===== config.mk =====
export PLATFORM = sky130hd
export DESIGN_NAME = itcm_arb
export DESIGN_NICKNAME = d
export VERILOG_FILES = /design/src/rtl/itcm_arb.sv
export SDC_FILE = /design/constraint.sdc
export NUM_CORES = 1
export LEC_CHECK = 0
export CAP_MARGIN = 20
export CORE_MARGIN = 2
export CORE_UTILIZATION = 33
export CTS_CLUSTER_SIZE = 25
export DETAILED_ROUTE_END_ITERATION = 8
export GPL_TIMING_DRIVEN = 0
export PLACE_DENSITY = 0.83
export SLEW_MARGIN = 40
export SYNTH_ARGS = -nofsm -noshare
export SYNTH_HDL_FRONTEND = slang
export SYNTH_SLANG_ARGS = --single-unit

===== constraint.sdc =====
create_clock -name clk -period 1.9 [get_ports clk]
set_clock_uncertainty 0.15 [all_clocks]
set_input_delay 0.285 -clock clk [delete_from_list [all_inputs] [get_ports clk]]
set_output_delay 0.285 -clock clk [all_outputs]
set_load 0.05 [all_outputs]

===== src/rtl/itcm_arb.sv =====
// itcm_arb: shares the single-port instruction TCM between the CPU fetch
// stage and the CPU data/loader port. Fetch has priority. A starvation
// guard forces a data-port grant after STARVE consecutive denied cycles.
// Read data and write acks are returned one cycle after the grant to
// whichever port owned the access. Wait counters feed the trace bench.
//
// owner state | meaning
// ------------+-------------------------------------------------
// OWN_IDLE    | no access issued last cycle, no response due
// OWN_IF_RD   | fetch read issued last cycle, data on mem_rdata
// OWN_DP_RD   | data-port read issued last cycle, data on mem_rdata
// OWN_DP_WR   | data-port write issued last cycle, ack with zero data
module itcm_arb #(
    parameter int AW     = 14,
    parameter int STARVE = 4
) (
    input  logic          clk,
    input  logic          reset_n,
    input  logic          if_req,
    input  logic [AW-1:0] if_addr,
    output logic          if_gnt,
    output logic          if_rvalid,
    output logic [31:0]   if_rdata,
    input  logic          dp_req,
    input  logic          dp_we,
    input  logic [3:0]    dp_be,
    input  logic [AW-1:0] dp_addr,
    input  logic [31:0]   dp_wdata,
    output logic          dp_gnt,
    output logic          dp_rvalid,
    output logic [31:0]   dp_rdata,
    output logic          mem_en,
    output logic [3:0]    mem_we,
    output logic [AW-1:0] mem_addr,
    output logic [31:0]   mem_wdata,
    input  logic [31:0]   mem_rdata,
    output logic [31:0]   cnt_if_wait,
    output logic [31:0]   cnt_dp_wait
);

    typedef enum logic [1:0] {
        OWN_IDLE  = 2'd0,
        OWN_IF_RD = 2'd1,
        OWN_DP_RD = 2'd2,
        OWN_DP_WR = 2'd3
    } owner_t;

    localparam logic [3:0] STARVE_LIM = 4'(STARVE);

    owner_t      r_owner;
    logic [3:0]  r_starve_cnt;
    logic [31:0] r_cnt_if_wait;
    logic [31:0] r_cnt_dp_wait;
    logic        w_force;
    logic        w_if_gnt;
    logic        w_dp_gnt;

    // Grant decision; both grants are held off while reset is asserted.
    always_comb begin
        w_force  = (r_starve_cnt == STARVE_LIM);
        w_if_gnt = reset_n & if_req & ~(dp_req & w_force);
        w_dp_gnt = reset_n & dp_req & ~w_if_gnt;
    end

    assign if_gnt = w_if_gnt;
    assign dp_gnt = w_dp_gnt;

    // Steer the granted port onto the memory; bus is all-zero when idle.
    always_comb begin
        mem_en    = w_if_gnt | w_dp_gnt;
        mem_we    = 4'b0000;
        mem_addr  = '0;
        mem_wdata = 32'h0;
        if (w_if_gnt) begin
            mem_addr = if_addr;
        end else if (w_dp_gnt) begin
            mem_addr  = dp_addr;
            mem_wdata = dp_wdata;
            if (dp_we) begin
                mem_we = dp_be;
            end
        end
    end

    // Response owner: records who was granted so the 1-cycle-late data is routed back.
    always_ff @(posedge clk or negedge reset_n) begin
        if (!reset_n) begin
            r_owner <= OWN_IDLE;
        end else if (w_if_gnt) begin
            r_owner <= OWN_IF_RD;
        end else if (w_dp_gnt) begin
            r_owner <= dp_we ? OWN_DP_WR : OWN_DP_RD;
        end else begin
            r_owner <= OWN_IDLE;
        end
    end

    // Starvation counter: counts consecutive denied data-port cycles, saturating.
    always_ff @(posedge clk or negedge reset_n) begin
        if (!reset_n) begin
            r_starve_cnt <= 4'd0;
        end else if (w_dp_gnt || !dp_req) begin
            r_starve_cnt <= 4'd0;
        end else if (r_starve_cnt != STARVE_LIM) begin
            r_starve_cnt <= r_starve_cnt + 4'd1;
        end
    end

    // Contention counters; free-running 32-bit, wrap naturally.
    always_ff @(posedge clk or negedge reset_n) begin
        if (!reset_n) begin
            r_cnt_if_wait <= 32'h0;
            r_cnt_dp_wait <= 32'h0;
        end else begin
            if (if_req && !w_if_gnt) begin
                r_cnt_if_wait <= r_cnt_if_wait + 32'd1;
            end
            if (dp_req && !w_dp_gnt) begin
                r_cnt_dp_wait <= r_cnt_dp_wait + 32'd1;
            end
        end
    end

    assign cnt_if_wait = r_cnt_if_wait;
    assign cnt_dp_wait = r_cnt_dp_wait;

    // Response decode; write acks carry zero data.
    always_comb begin
        if_rvalid = (r_owner == OWN_IF_RD);
        dp_rvalid = (r_owner == OWN_DP_RD) || (r_owner == OWN_DP_WR);
        if_rdata  = (r_owner == OWN_IF_RD) ? mem_rdata : 32'h0;
        dp_rdata  = (r_owner == OWN_DP_RD) ? mem_rdata : 32'h0;
    end

endmodule


==> impl_summary.txt <==
----------------------------------------------------
[Min path]
  Min-delay worst type ... register to register
  Launch instance of the worst min-delay path ... cnt_dp_wait[31]
  Cell count of the worst hold path ... 1

[Worst setup path]
  Crit path required time ... ~1500 ps
  Endpoint class of the critical path ... primary output
  Reg2reg start ... r_starve_cnt[1]
  Worst Path Class, Setup ... register to primary output
  Origin of the worst setup path ... r_starve_cnt[1]
  Arrival time at the worst endpoint ... roughly 1900 ps
  Cells on worst reg2reg path ... 9
  CP Launch Type ... register
  Worst-path maximum fanout ... 9

[Die]
  Die span in x ... 116.4 microns
  Initial core utilization ... between 30% and 40%
  Count of standard-cell rows ... 41
  Core region area ... between 10,000 and 15,000 sq um
  Die Outline Area ... about 14,000 sq um
  I/O pins ... about 280
  Vert. Die Dim ... roughly 120 microns

[Cells and area]
  Utilization after layout ... 77.40%
  Layout Cell Area excl Fill ... approximately 9600 sq um
  Area growth, synth to finish ... 131.5%
  Fraction of final layout cells with drive strength greater than 1 ... approximately 50%
  Number of antenna repair diodes ... 0
  Number of nets in the finished design ... 884
  Fill cell count ... ~770

[Place]
  Number of port buffers ... about 280
  Final weighted congestion in routability-driven placement ... about 0.89
  Placed wire-length estimate ... 14.12 mm
  Cell area after placement ... approximately 7600 sq um

[Run status]
  Result of the run ... complete, but fails checks
  Violated checks ... negative setup slack

[Detailed routing]
  DR vias/cell ... about 5.0
  Number of nets with antenna violations after detailed routing ... 0
  Average wire per standard cell ... between 20 and 25 microns
  Detailed-route DRC error count ... 0
  Vias after detailed routing ... ~4,800
  Drt first pass iters ... 4
  Detailed router's first-iteration violation count ... 253
  Aggregate routed wire length ... 20.24 mm

[Synth]
  Post-Synthesis Cell Area ... ~4200 sq um
  Number of warning messages in the yosys log ... 0
  Unique masters post-synth ... 39
  Cells after Synth ... around 430
  Number of enable-type register cells in the synthesized netlist ... 0
  Async set-reset flop share out of synthesis ... 100.0%
  Synthesized net count ... roughly 530
  Mean Syn Cell Area ... between 9 and 10 sq um
  Top flip-flop cell by instance count after synthesis ... dfrtp_1
  FF+latch count, synth ... 70
  Post-synthesis sequential area ratio ... 42.03%

[Pwr]
  Share of power burned in combinational logic ... 39.9%
  Sw frac ... about two fifths
  Power density over cell area ... ~600 nW/um^2
  Maximum vdd drop ... 500.4 uV
  Proportion of power drawn by flip-flops and latches ... 31.4%
  Switching pwr ... about 2.3 mW
  Part of the total power dissipated in the clock network ... between 20 and 30%
  Leakage component of the power ... roughly 4.6 nW
  Cell-internal power ... 3.555 mW

[STA]
  Final worst path period need ... 2320 ps
  Setup WS post-layout ... -420.3 ps
  RSZ-0062 raised after global routing ... true
  Maximum frequency from static timing analysis ... about 430 MHz
  Transition time at the pin with the least slew margin ... 706.1 ps
  Slew Limit Headroom ... 52.79%
  Worst-case hold slack ... about 300 ps
  Final Setup Violations ... 133
  Final Slew Violations ... 0
  Period utilization ... 122.1%
  Setup tns final ... -24,120 ps
  Final hold vios ... 0

[Clocking]
  Clock latency reported for the late side of the worst-skew pair ... approximately 340 ps
  Maximum level of the CTS H-tree ... 3
  Cell chosen for the clock root ... clkbuf_16
  Number of buffers on the longest clock path ... 2
  Number of buffers created by CTS ... 9
  Clock sink count ... 70
  Clock-pin slew on the worst setup and hold paths ... around 60 ps
  TritonCTS clock tree ... built

[Global routing]
  Number of global-route vias before repair ... 4,740
  GRT Total Usage ... roughly a quarter
  Global route overflow ... 0
  Wire length of the first global-routing pass ... about 27 mm
  Initial antenna violation count ... 0
  Pin count of the biggest net entering global routing ... 37

[Flow run]
  Number of max-cap violations ... 0

----------------------------------------------------
==> flip-flops by register name, summed over array words and instances, names as in the netlist <==
register and cells:
cnt_dp_wait 32, cnt_if_wait 32, r_owner 2, r_starve_cnt 4
==> logic make-up after synthesis <==
| logic type | share of synthesized area, % |
|---|---|
| mux | 0.5403 |
| fa+ha+maj | 1.201 |
| xor+xnor | 13.24 |
| buf+inv | 2.852 |
| compound gates | 4.833 |
| flops | 42.03 |
| simple gates | 35.30 |
==> routing by layer <==
layer	wire length, microns	vias up	GRT usage [%]
met5	0	-	0
met4	569	0	8.413
met3	1712	41	8.511
met2	10420	220	46.78
met1	7544	2354	31.09
li1	-	2190	-
==> per-stage QoR <==
step	total power, mW	setup slack (ps)	instances
finish	5.870	-420.3	956
CTS	5.720	-432.6	932
floorplan	3.053	-82.38	427
global route	6.070	-463.6	956
detailed placement	3.910	-1463	883
global placement	3.860	-3896	882
==> synthesized netlist by cell type, types with 4 or more instances <==
master    instances  share of area [%]
and2_1           99                 15
dfrtp_1          70                 42
xnor2_1          34                7.1
xor2_1           29                6.1
nand3_1          25                3.0
nand4_1          22                3.3
nand2_1          15                1.4
a22o_1           14                2.9
and3_1           13                2.0
nor3_1           13                1.6
clkbuf_1         12                1.1
nor2_1           12                1.1
inv_1             9               0.81
nor4_1            9                1.4
and4_1            8                1.7
buf_2             5               0.60
ha_1              4                1.2
==> layout make-up <==
cell class	count	area (sq um)	share of cell area, %
buffer	17	237.7	2.464
clock buffer	9	225.2	2.334
clock inverter	7	75.07	0.7781
inverter	9	33.78	0.3501
multi-input combinational	329	3073	31.85
sequential	70	1778	18.43
tap	172	215.2	2.231
timing repair buffer	343	4010	41.56
==> final timing paths <==
path	to	slack (ps)
worst max-delay path	mem_wdata[23]	-420
max in group asynchronous	cnt_if_wait[10]	930
worst min register to register	cnt_dp_wait[31]	300
worst max register to register	cnt_if_wait[30]	-70
min in group asynchronous	cnt_if_wait[22]	370
worst min-delay path	cnt_dp_wait[31]	300
==> power groups by stage <==
| stage | Sequential [mW] | Clock [mW] | Combinational (mW) |
|---|---|---|---|
| 2_1_floorplan | 2.27 | 0 | 0.780 |
| 3_3_place_gp | 1.86 | 0 | 2.00 |
| 3_5_place_dp | 1.87 | 0 | 2.04 |
| 4_1_cts | 1.84 | 1.71 | 2.16 |
| 5_1_grt | 1.87 | 1.76 | 2.44 |
| 6_report | 1.84 | 1.68 | 2.34 |
==> worst max-delay path: stages, from the launching register on <==
cell and delay, ps:
dfrtp_1 390, inv_2 80, ha_4 160, nand3b_4 100, a21oi_4 160, buf_12 160
clkbuf_16 150, and2_4 190, buf_8 160
==> cell usage in the layout, fill, tap and decap left out, types with 6 or more instances in the layout <==
master,count
dfrtp_2,21
nor2_1,10
nand3_2,7
xnor2_1,31
nand3_1,13
and2_4,87
nor3_1,6
clkbuf_16,14
and4_1,7
and3_4,6
nand2_1,14
and3_1,7
dlygate4sd2_1,65
nand4_1,22
buf_4,25
buf_6,53
dfrtp_1,49
a22o_4,12
nor3_2,6
nor4_4,7
buf_8,83
and2_1,12
nand3_4,6
xor2_1,29
buf_12,22
clkdlybuf4s50_1,97
inv_1,7
==> repair_timing <==
| action | CTS | global route |
|---|---|---|
| setup buffers | 26 | 21 |
| hold endpoints to repair | 70 | 0 |
| endpoints found under the setup margin | 226 | 171 |
| hold buffers | 4 | 0 |
| resized for setup | 1041 | 158 |
| pin swaps | 29 | 44 |
| cloned | 4 | 6 |
Note: power is estimated with default switching activity, not from simulation.
